File: src/rtl/burst_ram_arbiter_if.sv
// BurstRAM-style command/data port shared by the cache masters and BurstRAM.
//   cmd           0: read, 1: write
//   cmd_en        command valid; held with cmd/addr/wr_data until accepted
//   addr          burst word address (8-byte words)
//   wr_data       write word (first with cmd_en, then one per cycle)
//   data_mask     byte mask, forwarded unchanged
//   rd_data       read data beat
//   rd_data_valid read beat valid
//   busy          1: command not accepted this cycle
// Modports: master = side issuing commands, slave = side accepting them.
interface burst_ram_arbiter_if #(
    parameter int DEPTH_BITWIDTH = 10
);
    logic                      cmd;
    logic                      cmd_en;
    logic [DEPTH_BITWIDTH-1:0] addr;
    logic [63:0]               wr_data;
    logic [7:0]                data_mask;
    logic [63:0]               rd_data;
    logic                      rd_data_valid;
    logic                      busy;

    modport master (
        output cmd, cmd_en, addr, wr_data, data_mask,
        input  rd_data, rd_data_valid, busy
    );

    modport slave (
        input  cmd, cmd_en, addr, wr_data, data_mask,
        output rd_data, rd_data_valid, busy
    );
endinterface

File: src/rtl/burst_ram_arbiter.sv
// Two-master arbiter sharing one BurstRAM port (e.g. I-cache and D-cache).
// The winning command is forwarded with zero latency and the arbiter keeps
// ownership until the whole burst is done: BURST_COUNT read beats returned
// or BURST_COUNT write words passed.
//
// Ports:
//   clk  system clock
//   rst  synchronous active-high reset
//   m0   master 0 port (slave modport): cmd/cmd_en/addr/wr_data/data_mask in,
//        rd_data/rd_data_valid/busy out
//   m1   master 1 port, same as m0
//   br   BurstRAM port (master modport)
//
// Parameters:
//   DEPTH_BITWIDTH  width of the 8-byte word address
//   BURST_COUNT     64-bit words per burst, at least 2
//
// Build option:
//   BURST_RAM_ARBITER_FIXED_PRIORITY_EN  when defined m0 always wins a tie;
//   otherwise ties are resolved round-robin against last_grant.
module burst_ram_arbiter #(
    parameter int DEPTH_BITWIDTH = 10,
    parameter int BURST_COUNT    = 4
) (
    input logic                clk,
    input logic                rst,
    burst_ram_arbiter_if.slave  m0,
    burst_ram_arbiter_if.slave  m1,
    burst_ram_arbiter_if.master br
);

    localparam int CNT_W = $clog2(BURST_COUNT);
    localparam logic [CNT_W-1:0] WR_LAST = CNT_W'(BURST_COUNT - 2);
    localparam logic [CNT_W-1:0] RD_LAST = CNT_W'(BURST_COUNT - 1);

    typedef enum logic [1:0] {
        IDLE,
        READ,
        WRITE
    } state_t;

    state_t           state, state_n;
    logic             owner, owner_n;
    logic             last_grant, last_grant_n;
    logic [CNT_W-1:0] cnt, cnt_n;

    logic tie_winner;
    logic winner;
    logic accept;
    logic sel;

    always_ff @(posedge clk) begin
        if (rst) begin
            state      <= IDLE;
            owner      <= 1'b0;
            last_grant <= 1'b1;
            cnt        <= '0;
        end else begin
            state      <= state_n;
            owner      <= owner_n;
            last_grant <= last_grant_n;
            cnt        <= cnt_n;
        end
    end

    always_comb begin
`ifdef BURST_RAM_ARBITER_FIXED_PRIORITY_EN
        tie_winner = 1'b0;
`else
        tie_winner = ~last_grant;
`endif
        // Without a tie the sole requester wins; with no requester the value
        // is irrelevant because accept stays low.
        winner = (m0.cmd_en && m1.cmd_en) ? tie_winner : m1.cmd_en;
        accept = !rst && (state == IDLE) && !br.busy && (m0.cmd_en || m1.cmd_en);

        // busy never looks at the master's own cmd_en, so there is no
        // combinational loop through a master that waits for busy==0.
        m0.busy = rst || br.busy || (state != IDLE) || (m1.cmd_en && tie_winner);
        m1.busy = rst || br.busy || (state != IDLE) || (m0.cmd_en && !tie_winner);

        // Data path source: the winner on the acceptance cycle, the owner
        // during a burst, m0 otherwise.
        if (state == IDLE) begin
            sel = accept && winner;
        end else begin
            sel = owner;
        end

        br.cmd_en    = accept;
        br.cmd       = sel ? m1.cmd       : m0.cmd;
        br.addr      = sel ? m1.addr      : m0.addr;
        br.wr_data   = sel ? m1.wr_data   : m0.wr_data;
        br.data_mask = sel ? m1.data_mask : m0.data_mask;

        m0.rd_data       = br.rd_data;
        m1.rd_data       = br.rd_data;
        m0.rd_data_valid = !rst && br.rd_data_valid && (state == READ) && !owner;
        m1.rd_data_valid = !rst && br.rd_data_valid && (state == READ) && owner;
    end

    always_comb begin
        state_n      = state;
        owner_n      = owner;
        last_grant_n = last_grant;
        cnt_n        = cnt;
        case (state)
            IDLE: begin
                if (accept) begin
                    owner_n      = winner;
                    last_grant_n = winner;
                    cnt_n        = '0;
                    state_n      = br.cmd ? WRITE : READ;
                end
            end
            WRITE: begin
                // The first word went out with cmd_en, so the remaining
                // BURST_COUNT-1 words take exactly BURST_COUNT-1 cycles.
                cnt_n = cnt + 1'b1;
                if (cnt == WR_LAST) begin
                    state_n = IDLE;
                end
            end
            READ: begin
                if (br.rd_data_valid) begin
                    cnt_n = cnt + 1'b1;
                    if (cnt == RD_LAST) begin
                        state_n = IDLE;
                    end
                end
            end
            default: begin
                state_n = IDLE;
            end
        endcase
    end

endmodule

File: src/flat_wrapper.sv
// flat-port wrapper written by rule: the top's interface ports become plain ports
module burst_ram_arbiter_flat 
#(
    parameter int DEPTH_BITWIDTH = 10,
    parameter int BURST_COUNT    = 4
)
  (clk, rst, m0_cmd, m0_cmd_en, m0_addr, m0_wr_data, m0_data_mask, m0_rd_data, m0_rd_data_valid, m0_busy, m1_cmd, m1_cmd_en, m1_addr, m1_wr_data, m1_data_mask, m1_rd_data, m1_rd_data_valid, m1_busy, br_cmd, br_cmd_en, br_addr, br_wr_data, br_data_mask, br_rd_data, br_rd_data_valid, br_busy);
  burst_ram_arbiter_if #(.DEPTH_BITWIDTH(DEPTH_BITWIDTH)) m0_i ();
  burst_ram_arbiter_if #(.DEPTH_BITWIDTH(DEPTH_BITWIDTH)) m1_i ();
  burst_ram_arbiter_if #(.DEPTH_BITWIDTH(DEPTH_BITWIDTH)) br_i ();
  input logic clk;
  input logic rst;
  input wire logic [$bits(m0_i.cmd)-1:0] m0_cmd;
  input wire logic [$bits(m0_i.cmd_en)-1:0] m0_cmd_en;
  input wire logic [$bits(m0_i.addr)-1:0] m0_addr;
  input wire logic [$bits(m0_i.wr_data)-1:0] m0_wr_data;
  input wire logic [$bits(m0_i.data_mask)-1:0] m0_data_mask;
  output wire logic [$bits(m0_i.rd_data)-1:0] m0_rd_data;
  output wire logic [$bits(m0_i.rd_data_valid)-1:0] m0_rd_data_valid;
  output wire logic [$bits(m0_i.busy)-1:0] m0_busy;
  input wire logic [$bits(m1_i.cmd)-1:0] m1_cmd;
  input wire logic [$bits(m1_i.cmd_en)-1:0] m1_cmd_en;
  input wire logic [$bits(m1_i.addr)-1:0] m1_addr;
  input wire logic [$bits(m1_i.wr_data)-1:0] m1_wr_data;
  input wire logic [$bits(m1_i.data_mask)-1:0] m1_data_mask;
  output wire logic [$bits(m1_i.rd_data)-1:0] m1_rd_data;
  output wire logic [$bits(m1_i.rd_data_valid)-1:0] m1_rd_data_valid;
  output wire logic [$bits(m1_i.busy)-1:0] m1_busy;
  output wire logic [$bits(br_i.cmd)-1:0] br_cmd;
  output wire logic [$bits(br_i.cmd_en)-1:0] br_cmd_en;
  output wire logic [$bits(br_i.addr)-1:0] br_addr;
  output wire logic [$bits(br_i.wr_data)-1:0] br_wr_data;
  output wire logic [$bits(br_i.data_mask)-1:0] br_data_mask;
  input wire logic [$bits(br_i.rd_data)-1:0] br_rd_data;
  input wire logic [$bits(br_i.rd_data_valid)-1:0] br_rd_data_valid;
  input wire logic [$bits(br_i.busy)-1:0] br_busy;
  assign m0_i.cmd = m0_cmd;
  assign m0_i.cmd_en = m0_cmd_en;
  assign m0_i.addr = m0_addr;
  assign m0_i.wr_data = m0_wr_data;
  assign m0_i.data_mask = m0_data_mask;
  assign m0_rd_data = m0_i.rd_data;
  assign m0_rd_data_valid = m0_i.rd_data_valid;
  assign m0_busy = m0_i.busy;
  assign m1_i.cmd = m1_cmd;
  assign m1_i.cmd_en = m1_cmd_en;
  assign m1_i.addr = m1_addr;
  assign m1_i.wr_data = m1_wr_data;
  assign m1_i.data_mask = m1_data_mask;
  assign m1_rd_data = m1_i.rd_data;
  assign m1_rd_data_valid = m1_i.rd_data_valid;
  assign m1_busy = m1_i.busy;
  assign br_cmd = br_i.cmd;
  assign br_cmd_en = br_i.cmd_en;
  assign br_addr = br_i.addr;
  assign br_wr_data = br_i.wr_data;
  assign br_data_mask = br_i.data_mask;
  assign br_i.rd_data = br_rd_data;
  assign br_i.rd_data_valid = br_rd_data_valid;
  assign br_i.busy = br_busy;
  burst_ram_arbiter #(.DEPTH_BITWIDTH(DEPTH_BITWIDTH), .BURST_COUNT(BURST_COUNT)) u_core (.clk(clk), .rst(rst), .m0(m0_i), .m1(m1_i), .br(br_i));
endmodule
File: config.mk
export PLATFORM = sky130hd
export DESIGN_NAME = burst_ram_arbiter_flat
export DESIGN_NICKNAME = d
export VERILOG_FILES = /design/src/rtl/burst_ram_arbiter_if.sv /design/src/rtl/burst_ram_arbiter.sv /design/src/flat_wrapper.sv
export SDC_FILE = /design/constraint.sdc
export NUM_CORES = 1
export LEC_CHECK = 0
export CAP_MARGIN = 0
export CORE_AREA = 8 8 169 171
export CTS_BUF_LIST = sky130_fd_sc_hd__clkbuf_8
export DETAILED_ROUTE_END_ITERATION = 7
export DIE_AREA = 0 0 177 179
export GPL_ROUTABILITY_DRIVEN = 0
export GPL_TIMING_DRIVEN = 0
export SLEW_MARGIN = 20
export SYNTH_ARGS = -nofsm -noshare
export SYNTH_HDL_FRONTEND = slang
export SYNTH_SLANG_ARGS = --single-unit
File: constraint.sdc
create_clock -name clk -period 4.89 [get_ports clk]
set_input_delay 1.467 -clock clk [delete_from_list [all_inputs] [get_ports clk]]
set_output_delay 1.467 -clock clk [all_outputs]
set_load 0.03 [all_outputs]
# Yosys cells after proc, flatten, opt, wreduce, memory -nomap -nowiden

Cells that the tools add are included.

Muxes and demuxes: 15
Reduce and logical (&&, ||, !) cells: 25
Add/sub/neg operators: 1
Eq/ne operators: 8
Bitwise gates (word level): 1

Operators with widths:

| operator              | count |
|---|---|
| $mux W64              | 1 |
| $mux W2               | 7 |
| $pmux W2 S3           | 2 |
| $logic_and A1 B1 Y1   | 11 |
| $mux W10              | 1 |
| $mux W8               | 1 |
| $eq A2 B2 Y1 const B  | 3 |
| $ne A2 B2 Y1 const B  | 3 |
| $logic_or A1 B1 Y1    | 5 |
| $reduce_and A4 Y1     | 1 |
| $logic_not A1 Y1      | 3 |
| $mux W1               | 3 |
| $reduce_and A3 Y1     | 1 |
| $reduce_bool A3 Y1    | 1 |
| $add A2 B1 Y2 const B | 1 |
| $eq A2 B1 Y1 const B  | 1 |
| $logic_not A2 Y1      | 1 |
| $ne A2 B1 Y1 const B  | 1 |
| $reduce_and A2 Y1     | 1 |
| $reduce_bool A2 Y1    | 1 |
| $not A1 Y1            | 1 |

Logic and storage cells: 54
Output and inout bits: 216
Flip-flop bits (word level): 6
Input port bits: 236

# Longest topological paths before layout

Word-level depth: 10
Mapped depth: 8

# Least setup slack after synthesis

Ideal clock, no wire load.

Path kind: input port to output port
From: input port rst
To: output port br_addr[1]
Stages: 6
Slack: 0.776 ns
Required time: 3.423 ns
Data arrival time: 2.647 ns
Cells stage by stage: nor3b_4 > nand3_2 > a21boi_4 > buf_12 > buf_12 > mux2_4

Word-level cells in the longest chain between the ends: 7

RTL lines:

| item                              | RTL line                | RTL |
|---|---|---|
| from (decl)                       | flat_wrapper.sv:12      | `input logic rst;` |
| $logic_not A1 Y1                  | burst_ram_arbiter.sv:75 | `accept = !rst && (state == IDLE) && !br.busy && (m0.cmd_en \|\| m1.cmd_en);` |
| $logic_and A1 B1 Y1 (3 in series) | burst_ram_arbiter.sv:75 |  |
| $logic_and A1 B1 Y1               | burst_ram_arbiter.sv:85 | `sel = accept && winner;` |
| $mux W1                           | burst_ram_arbiter.sv:84 | `if (state == IDLE) begin` |
| $mux W10                          | burst_ram_arbiter.sv:92 | `br.addr = sel ? m1.addr : m0.addr;` |
| to (decl)                         | flat_wrapper.sv:31      | `output wire logic [$bits(br_i.addr)-1:0] br_addr;` |

Every way passes these cells.

# Worst setup path in the final report

From: input port m0_cmd_en
To: output port br_wr_data[49]

Word-level cells in the longest chain between the ends: 5

RTL lines:

| item                                                      | RTL line                                         | RTL |
|---|---|---|
| from (decl)                                               | flat_wrapper.sv:14                               | `input wire logic [$bits(m0_i.cmd_en)-1:0] m0_cmd_en;` |
| $logic_and A1 B1 Y1 or $logic_or A1 B1 Y1 (tied branches) | burst_ram_arbiter.sv:74, burst_ram_arbiter.sv:75 |  |
| $mux W1 or $logic_and A1 B1 Y1 (tied branches)            | burst_ram_arbiter.sv:74, burst_ram_arbiter.sv:75 |  |
| $logic_and A1 B1 Y1 (*)                                   | burst_ram_arbiter.sv:85                          |  |
| $mux W1 (*)                                               | burst_ram_arbiter.sv:84                          |  |
| $mux W64 (*)                                              | burst_ram_arbiter.sv:93                          | `br.wr_data = sel ? m1.wr_data : m0.wr_data;` |
| to (decl)                                                 | flat_wrapper.sv:32                               | `output wire logic [$bits(br_i.wr_data)-1:0] br_wr_data;` |

Every way passes the cells marked *; elsewhere a longest branch is shown, timed or not.

==> metrics.txt <==
# clock sinks 6; GRT Overall Usage 0.09175; Post-DP HPWL 15.66 mm; cts hold-fix bufs 0; DIE AREA 31680 sq um; # rows 59; DRC errors left 0; final worst setup slack -0.004390 ns; Net Count, Synth just over 500; crit-path most repeated cell buf_12; CTS root buffer clkbuf_8; Final Core Density 0.2788; pwr dens approximately 160 nW/um^2; highest-delay cell along the critical path clkdlybuf4s50_1; area of the multi-input gates ~1500 sq um; nets 914; Post-synth top flop dfxtp_1; worst path bufs/invs 5; Detailed Route Iter0 Violations 54; clock latency on the worst-skew pair around 0.22 ns; Leak roughly 3.3 nW; Final Hold Fails 0; final std cells w/o fill 1006; RSZ-0062 raised after global routing yes; vias in the first global route 3284; Clock transition at path regs 0.04 ns; Syn Area/Cell 10.10 sq um; Die W approximately 180 microns; Starting Density 0.1082; post-synthesis sequential area ratio 0.04309; Placed Cells incl. Taps roughly 1000; total wire length approximately 17 mm; largest net degree at the start of global routing 11; global-route wire length before repair 22.56 mm; Post-synth top cells buf_4 (128), mux2_4 (70), mux2_2 (14); max_cap viols 0; type of the worst setup path in2out; nature of the critical path endpoint output port; violated checks negative setup slack; Gate Count Post-Synth 276; Port Buf Inserts between 300 and 400; CP peak stage delay 0.51 ns; worst path cell trace clkdlybuf4s50_1 > nand2_2 > nand3_2 > a21boi_4 > buf_12 > buf_12 > buf_12 > mux2_4 > clkdlybuf4s15_2; outcome finished, violations left; Max FO, Critical Path 10; DRT antenna net count 0; via count 3208; diodes inserted 0; Crit path max-delay family buffers and inverters; final worst-path cycle share 1.001; Yosys top cell area share 0.3770; CTS tree done; total CTS buffers 3; Synth area leader mux2_4; Distinct cells, synth 30; Rel. slew slack 0.6552; Die H 179 microns; total grt overflow 0; crit path time final between 4 and 5 ns; synthesized area 2788 sq um; Yosys Warn Count 0; CORE AREA 25760 sq um; crit path launch type input port; Seq cells post-synth 6; drt first pass iters 4; critical path required time 3.42 ns; EDFF count, synth 0; Vias/cell roughly 3.2; filler cell count 2733; CTS max path bufs 2; Layout Skew 0.002547 ns; H-Tree Level Count 1; layout cells sized above 1 0.4635; per-cell routed wire length 17.16 microns; most common cell in the netlist buf_4; post-synthesis async set-or-reset flop share 0; initial antenna violation count 0; Slew Viols, Final 0; Max VDD drop 0.1493 mV; Register Area 120.1 sq um; worst slew pin tran 0.5129 ns; Finish-stage setup viols 2; WP data arrival between 3 and 4 ns; area growth from synthesis to layout 157.6%; IO Count 452; worst hold path type reg2reg; fmax 204.3 MHz; synth top area cells mux2_4 (38%), buf_4 (34%), buf_12 (5.7%)
-- worst reg2reg max path, delay by kind of cell, from the launching register on --
family / cells / cell delay [ns]
buffers and inverters: 3 / 0.34
flip-flops: 1 / 0.32
adder cells (fa/ha/maj): 1 / 0.26
multiplexers: 1 / 0.25
AO/OA/AOI/OAI: 2 / 0.22
AND/OR/NAND/NOR: 1 / 0.26
-- flip-flops by register name (all words and copies together) (netlist names) --
register,cells
u_core.owner,1
u_core.cnt,2
u_core.state,2
u_core.last_grant,1
-- power by group --
group / internal [mW] / total (mW) / switching, mW
combinational: 0.531 / 1.01 / 0.479
clock: 0.0528 / 0.0729 / 0.0201
sequential: 0.0600 / 0.0678 / 0.00785
-- final timing paths --
path	start	to	slack, ns	depth (start not counted)
max	m0_cmd_en	br_wr_data[49]	-0.004	9
min	u_core.state[0]$_SDFFE_PP0P_	u_core.state[0]$_SDFFE_PP0P_	0.50	2
max reg2reg	u_core.state[0]$_SDFFE_PP0P_	u_core.state[1]$_SDFFE_PP0P_	3.13	8
min reg2reg	u_core.state[0]$_SDFFE_PP0P_	u_core.state[0]$_SDFFE_PP0P_	0.50	2
-- routing by layer --
layer | wire length, microns | GRT usage
met1 | 6720 | 0.1114
met2 | 9297 | 0.1706
met3 | 1228 | 0.01748
met4 | 19 | 0.006305
met5 | 0 | 0
-- through the flow --
step,power (mW),TNS [ns],hold slack [ns],area [sq um],worst slack [ns]
floorplan,0.6634,0,0.4697,2788,0.7758
global placement,1.101,-33.98,0.4903,7081,-0.4987
detailed placement,1.104,-33.26,0.5031,7081,-0.4756
CTS,1.162,-0.1438,0.5084,7201,-0.1047
global route,1.209,-1.783,0.5318,7182,-0.06573
finish,1.151,-0.005270,0.4994,7182,-0.004390
-- layout by cell type, fill, tap and decap left out, types with 2 or more instances in the layout --
cell	netlist	routed
a21oi_1	4	4
buf_12	8	9
buf_2	1	12
buf_4	128	131
clkbuf_2	0	6
clkbuf_8	0	3
clkdlybuf4s15_1	0	2
clkdlybuf4s15_2	0	59
clkdlybuf4s50_1	0	302
dfxtp_1	6	6
dlygate4sd2_1	0	4
dlymetal6s2s_1	0	2
ha_1	5	5
inv_1	6	6
mux2_2	14	14
mux2_4	70	70
nand2_1	5	4
nand2b_1	3	3
nand3_1	2	2
nand4_1	2	2
nor2_1	4	4
o21ai_0	2	2
o31ai_1	2	2
-- timing repair --
item / in CTS / in global routing
buffers inserted: 2 / 2
endpoints found under the setup margin: 83 / 80
gates resized for setup: 230 / 38
pin swaps: 1 / 0
gates cloned: 0 / 1
-- kinds of logic (layout without fill, tap and decap cells) --
kind of cell	Yosys count	count (layout)	synth area share
buf+inv	144	539	0.4134
mux	85	85	0.4372
flops	6	6	0.04309
simple gates	23	23	0.04848
compound gates	13	13	0.03546
fa+ha+maj	5	5	0.02244
-- final cells by class --
cell class                      instances  share of cell area
Buffer                                138              0.1582
Clock buffer                            3            0.005749
Inverter                                6            0.003136
Multi-Input combinational cell        126              0.2113
Sequential cell                         6             0.01672
Tap cell                              335             0.05836
Timing Repair Buffer                  392              0.5465
No activity file was read; power rests on OpenSTA's default activity.
==> edit 1: new RTL, same settings <==
`DEPTH_BITWIDTH` is set to 10 in 3 places; all go to 20.
--- a/src/rtl/burst_ram_arbiter_if.sv
+++ b/src/rtl/burst_ram_arbiter_if.sv
@@ -10,5 +10,5 @@
 // Modports: master = side issuing commands, slave = side accepting them.
 interface burst_ram_arbiter_if #(
-    parameter int DEPTH_BITWIDTH = 10
+    parameter int DEPTH_BITWIDTH = 20
 );
     logic                      cmd;
--- a/src/rtl/burst_ram_arbiter.sv
+++ b/src/rtl/burst_ram_arbiter.sv
@@ -20,5 +20,5 @@
 //   otherwise ties are resolved round-robin against last_grant.
 module burst_ram_arbiter #(
-    parameter int DEPTH_BITWIDTH = 10,
+    parameter int DEPTH_BITWIDTH = 20,
     parameter int BURST_COUNT    = 4
 ) (
--- a/src/flat_wrapper.sv
+++ b/src/flat_wrapper.sv
@@ -2,5 +2,5 @@
 module burst_ram_arbiter_flat 
 #(
-    parameter int DEPTH_BITWIDTH = 10,
+    parameter int DEPTH_BITWIDTH = 20,
     parameter int BURST_COUNT    = 4
 )
Interface: changed (resized br_addr, m0_addr and m1_addr); port bits go from 452 to 482. The function was not compared with the original's and may differ.
==> edit 1 against the unedited design <==
Power increased by 1.5%. Register-to-register slack improved by 70 ps. Sequential cell count unchanged. Setup slack improved by 19 ps. Clock skew decreased by 2.0 ps. Hold slack got worse by 2.1 ps. Wire length increased by 14%. Die area unchanged. Cell area about the same. Synthesized area increased by 4.2%. Non-clock buffer count increased by 28. Largest power group unchanged.
==> edit 1: results (changes against the unedited design) <==
[min_path]
hp-class = reg -> reg

[global_routing]
grt_use_total_pct = 10.8  ; +1.6 points
grt_pass1_vias = 3608  ; +9.9%
grt_pass1_wl_um = 25600  ; +13%
grt_max_degree = 11  ; unchanged
antenna_found_initial = 4  ; +4

[critical_path]
ff2ff_path_depth = 7  ; -1
endpoint = br_addr[18]
cp.arrival_ps = 3410  ; -20 ps
cpLargestDelayFamily = buffers and inverters
reg2reg_slack_ps = 3200  ; +70 ps
reg2reg_to = u_core.state[1]
criticalPathCategory = in -> out
critPathMaxFanout = 10  ; unchanged
r2r_start = u_core.state[1]

[clock_tree]
postCtsSetupBuffers = 2  ; unchanged
clkLatencyLatePin_ps = 220  ; about the same
post_cts_resized = 247  ; +7.4%
numCtsBuffers = 3  ; unchanged
root_buffer = clkbuf_8
cts_max_path_buffers = 2  ; unchanged
htreeDepth = 1  ; unchanged

[placement]
dpl_cell_area_um2 = 7500  ; +5.9%
port_buffers = 417  ; +7.8%
post-place-ws_ps = -504  ; -28.7 ps
dp_hpwl_um = 18200  ; +16%

[detailed_routing]
dr.pass1.iters = 4  ; unchanged
wl_per_cell_um = 18.8  ; +9.8%
drtIter0Drc = 65  ; +20%
dr_total_vias = 3411  ; +6.3%

[synthesis]
yosys_warnings = 0  ; unchanged
yosysUniqueCellTypes = 30  ; unchanged
syn-num-nets = 548  ; +6.0%
synthTopCellsByCount = buf_4 (128), mux2_4 (70), mux2_2 (24), buf_12 (8)
async_flop_share_pct = 0  ; unchanged
synth.area.top_cells = mux2_4 (36%), buf_4 (33%), mux2_2 (9.3%)
syn_avg_cell_area_um2 = 10.1  ; +0.22%
seq_area_frac_synth_pct = 4.13  ; -0.17 points
synth_ff_type = dfxtp_1

[timing]
post-route-period-util_pct = 99.7  ; -0.38 points
tightest_slew_ps = 492  ; -20.4 ps
fin_skew_ps = 0.509  ; -2.04 ps

[power]
ir_worst_vdd_uv = 108  ; -27%
p_leak_nw = 3.38  ; +2.8%

[final_layout]
fillCellCount = 2782  ; +1.8%
reg_top3 = u_core.cnt x2, u_core.state x2
final_net_count = 972  ; +6.3%
drive_gt1_share_pct = 44.4  ; -1.9 points
seq_area_um2 = 120  ; unchanged
final_cells = 1046  ; +4.0%

[flow_run]
drv_cap = 0  ; unchanged

[status]
status = finished, final reports clean

-- edit 1: worst min-delay path, stage by stage, from the launching register on --
cell and delay [ps]:
dfxtp_1 320, nand2b_1 70, mux2i_1 60
-- edit 1: layout make-up --
| class | instances | share of cell area (%) |
|---|---|---|
| flip-flops and latches | 6 | 1.67 |
| multi-input cells | 136 | 22.6 |
| clock buffers | 3 | 0.575 |
| repair buffers | 419 | 53.0 |
| diodes | 2 | 0.0696 |
| plain buffers | 139 | 15.9 |
| inverters | 6 | 0.313 |
| well taps | 335 | 5.83 |
-- edit 1: cell families (layout without fill, tap and decap cells) --
family	count (synthesis)	after routing	synth area share (%)
multiplexers	95	95	45.8
buffers and inverters	145	567	39.8
flip-flops	6	6	4.13
other	0	2	0
AO/OA/AOI/OAI	13	13	3.40
adder cells (fa/ha/maj)	5	5	2.15
AND/OR/NAND/NOR	23	23	4.65
-- edit 1: worst min-delay path by stage --
stage / to / slack (ps) / cells after the start
3_3_place_gp: u_core.state[0] / 490 / 2
2_1_floorplan: u_core.state[0] / 470 / 2
6_report: u_core.state[0] / 500 / 2
4_1_cts: u_core.state[0] / 510 / 2
5_1_grt: u_core.cnt[1] / 530 / 2
3_5_place_dp: u_core.state[0] / 500 / 2
-- edit 1: layer usage --
metal	part of all wire, %	GRT usage, %	vias up
li1	-	-	1693
met2	52	20.2	188
met4	1.0	1.54	0
met1	40	12.1	1518
met5	0	0	-
met3	7.0	2.91	12
-- edit 1: power breakdown --
group	switching [W]	internal [W]	leakage, nW	total (W)
registers	0.00000753	0.0000600	0.0490	0.0000675
logic	0.000501	0.000523	3.31	0.00102
clock network	0.0000228	0.0000530	0.0216	0.0000758
==> edit 2: new RTL, same flow settings <==
Without the edit above. Re-encode `state_t` (3 states) as one-hot, 3 bits wide.
--- a/src/rtl/burst_ram_arbiter.sv
+++ b/src/rtl/burst_ram_arbiter.sv
@@ -34,8 +34,8 @@
     localparam logic [CNT_W-1:0] RD_LAST = CNT_W'(BURST_COUNT - 1);
 
-    typedef enum logic [1:0] {
-        IDLE,
-        READ,
-        WRITE
+    typedef enum logic [2:0] {
+        IDLE  = 3'b001,
+        READ  = 3'b010,
+        WRITE = 3'b100
     } state_t;
 
Behaviour: no difference found for any inputs over 10 cycles, from zero or initial values and one cycle with rst high; not proved beyond that.
==> edit 2 against the unedited design <==
Clock power rose by 13%. Sequential cell count rose by 1. Synthesized area up 1.4%. Die area stayed put. Cell area shrank 4.0%. Final cell count fell by 0.30%. Critical path depth shrank 1. Wire length is 4.8% higher. Power shrank 17%. Largest power group unchanged. Synthesized cell count fell by 2.5%. First-iteration DRC count fell by 9.3%. Setup slack better by 62 ps.
==> edit 2: results (changes against the unedited design) <==
[min_path]
hp-start = u_core.cnt[0]
hp-class = reg -> reg
hold_path_depth = 2  ; unchanged
hold_path_end = u_core.cnt[0]

[status]
status = finished, final reports clean

[critical_path]
ff2ff_path_depth = 5  ; -3
r2r_start = u_core.state[0]
reg2reg_to = u_core.state[2]
critPathSlowestCell = clkdlybuf4s50_1
crit_path_max_incr_delay_ps = 520
cp.arrival_ps = 3370  ; -60 ps
cpLargestDelayFamily = buffers and inverters
reg2reg_slack_ps = 2980  ; -150 ps

[synthesis]
yosys_warnings = 0  ; unchanged
yosysUniqueCellTypes = 35  ; +17%
synthTopCellsByCount = buf_4 (128), mux2_4 (80), buf_12 (9), dfxtp_1 (7), nand2_1 (7)
synth.area.top_cells = mux2_4 (42%), buf_4 (34%), buf_12 (6.4%)
seq_area_frac_synth_pct = 4.96  ; +0.65 points
syn-num-nets = 507  ; -1.9%
syn_avg_cell_area_um2 = 10.5  ; +4.1%

[detailed_routing]
wl_per_cell_um = 18.0  ; +5.1%
viasPerCell = 3.19  ; +0.17%
dr.pass1.iters = 4  ; unchanged
drtIter0Drc = 49  ; -9.3%

[timing]
whs_ps = 501  ; +1.60 ps
tightest_slew_ps = 403  ; -110 ps
fin_skew_ps = 1.06  ; -1.48 ps

[power]
swShare_pct = 43.0  ; -1.0 points
ir_worst_vdd_uv = 123  ; -18%
p_comb_share_pct = 84.7  ; -3.1 points
p_seq_w = 0.0000631  ; -6.9%
p_leak_nw = 3.27  ; -0.63%
power.density_nw_per_um2 = 138  ; -14%

[global_routing]
antenna_found_initial = 0  ; unchanged
grt_pass1_wl_um = 23900  ; +6.1%
grt_use_total_pct = 9.97  ; +0.79 points
grt_pass1_vias = 3446  ; +4.9%

[placement]
dp_hpwl_um = 16300  ; +4.0%
post-place-ws_ps = -585  ; -110 ps
place_inst = 991  ; -0.70%
dpl_cell_area_um2 = 7120  ; +0.57%

[final_layout]
drive_gt1_share_pct = 48.4  ; +2.0 points
final_net_count = 907  ; -0.77%
final_cells = 1003  ; -0.30%
antennaDiodeCount = 0  ; unchanged
reg_top3 = u_core.state x3, u_core.cnt x2

[flow_run]
drv_cap = 0  ; unchanged

-- edit 2: changes by cell type in the layout (fill, tap and decap cells not counted), moves of 3 or more --
cell	before	now
buf_2	12	81
clkbuf_2	6	0
clkdlybuf4s15_2	59	0
ha_1	5	2
inv_1	6	2
mux2_2	14	3
mux2_4	70	80
-- edit 2: layout make-up --
class | instances | area, µm²
fillers | 2805 | 18900
repair buffers | 395 | 3590
multi-input cells | 121 | 1530
plain buffers | 138 | 1150
well taps | 335 | 419
flip-flops and latches | 7 | 140
clock buffers | 3 | 41.3
inverters | 3 | 12.5
clock inverters | 1 | 5.00
-- edit 2: worst max-delay path by stage --
stage | end | slack, ps | cells past startpoint
finish | br_wr_data[56] | 60 | 8
global route | br_wr_data[5] | -20 | 7
CTS | br_wr_data[5] | -70 | 7
floorplan | m0_rd_data_valid | 780 | 2
detailed placement | br_wr_data[5] | -590 | 7
global placement | br_wr_data[5] | -590 | 7
-- edit 2: logic make-up after synthesis --
kind of cell / count (synthesis) / share of synthesized area [%]
adders and majority gates: 2 / 0.885
DFF: 7 / 4.96
muxes: 83 / 43.7
AOI/OAI and AO/OA: 12 / 3.76
buffers and inverters: 141 / 40.9
and+or+nand+nor: 24 / 5.80
-- edit 2: timing repair --
action                     in CTS  in global routing
setup buffers                   6                  0
hold buffers                    0                  0
gates cloned                    2                  0
pin swaps                       0                  1
setup endpoints to repair      83                  6
gates resized for setup       405                 13
-- edit 2: per-layer routing --
layer / track usage, % / up-vias / share of wire [%]
met2: 18.2 / 152 / 52
met3: 2.59 / 0 / 7.7
met4: 0.210 / 0 / 0
met1: 12.2 / 1461 / 40
met5: 0 / - / 0
li1: - / 1591 / -
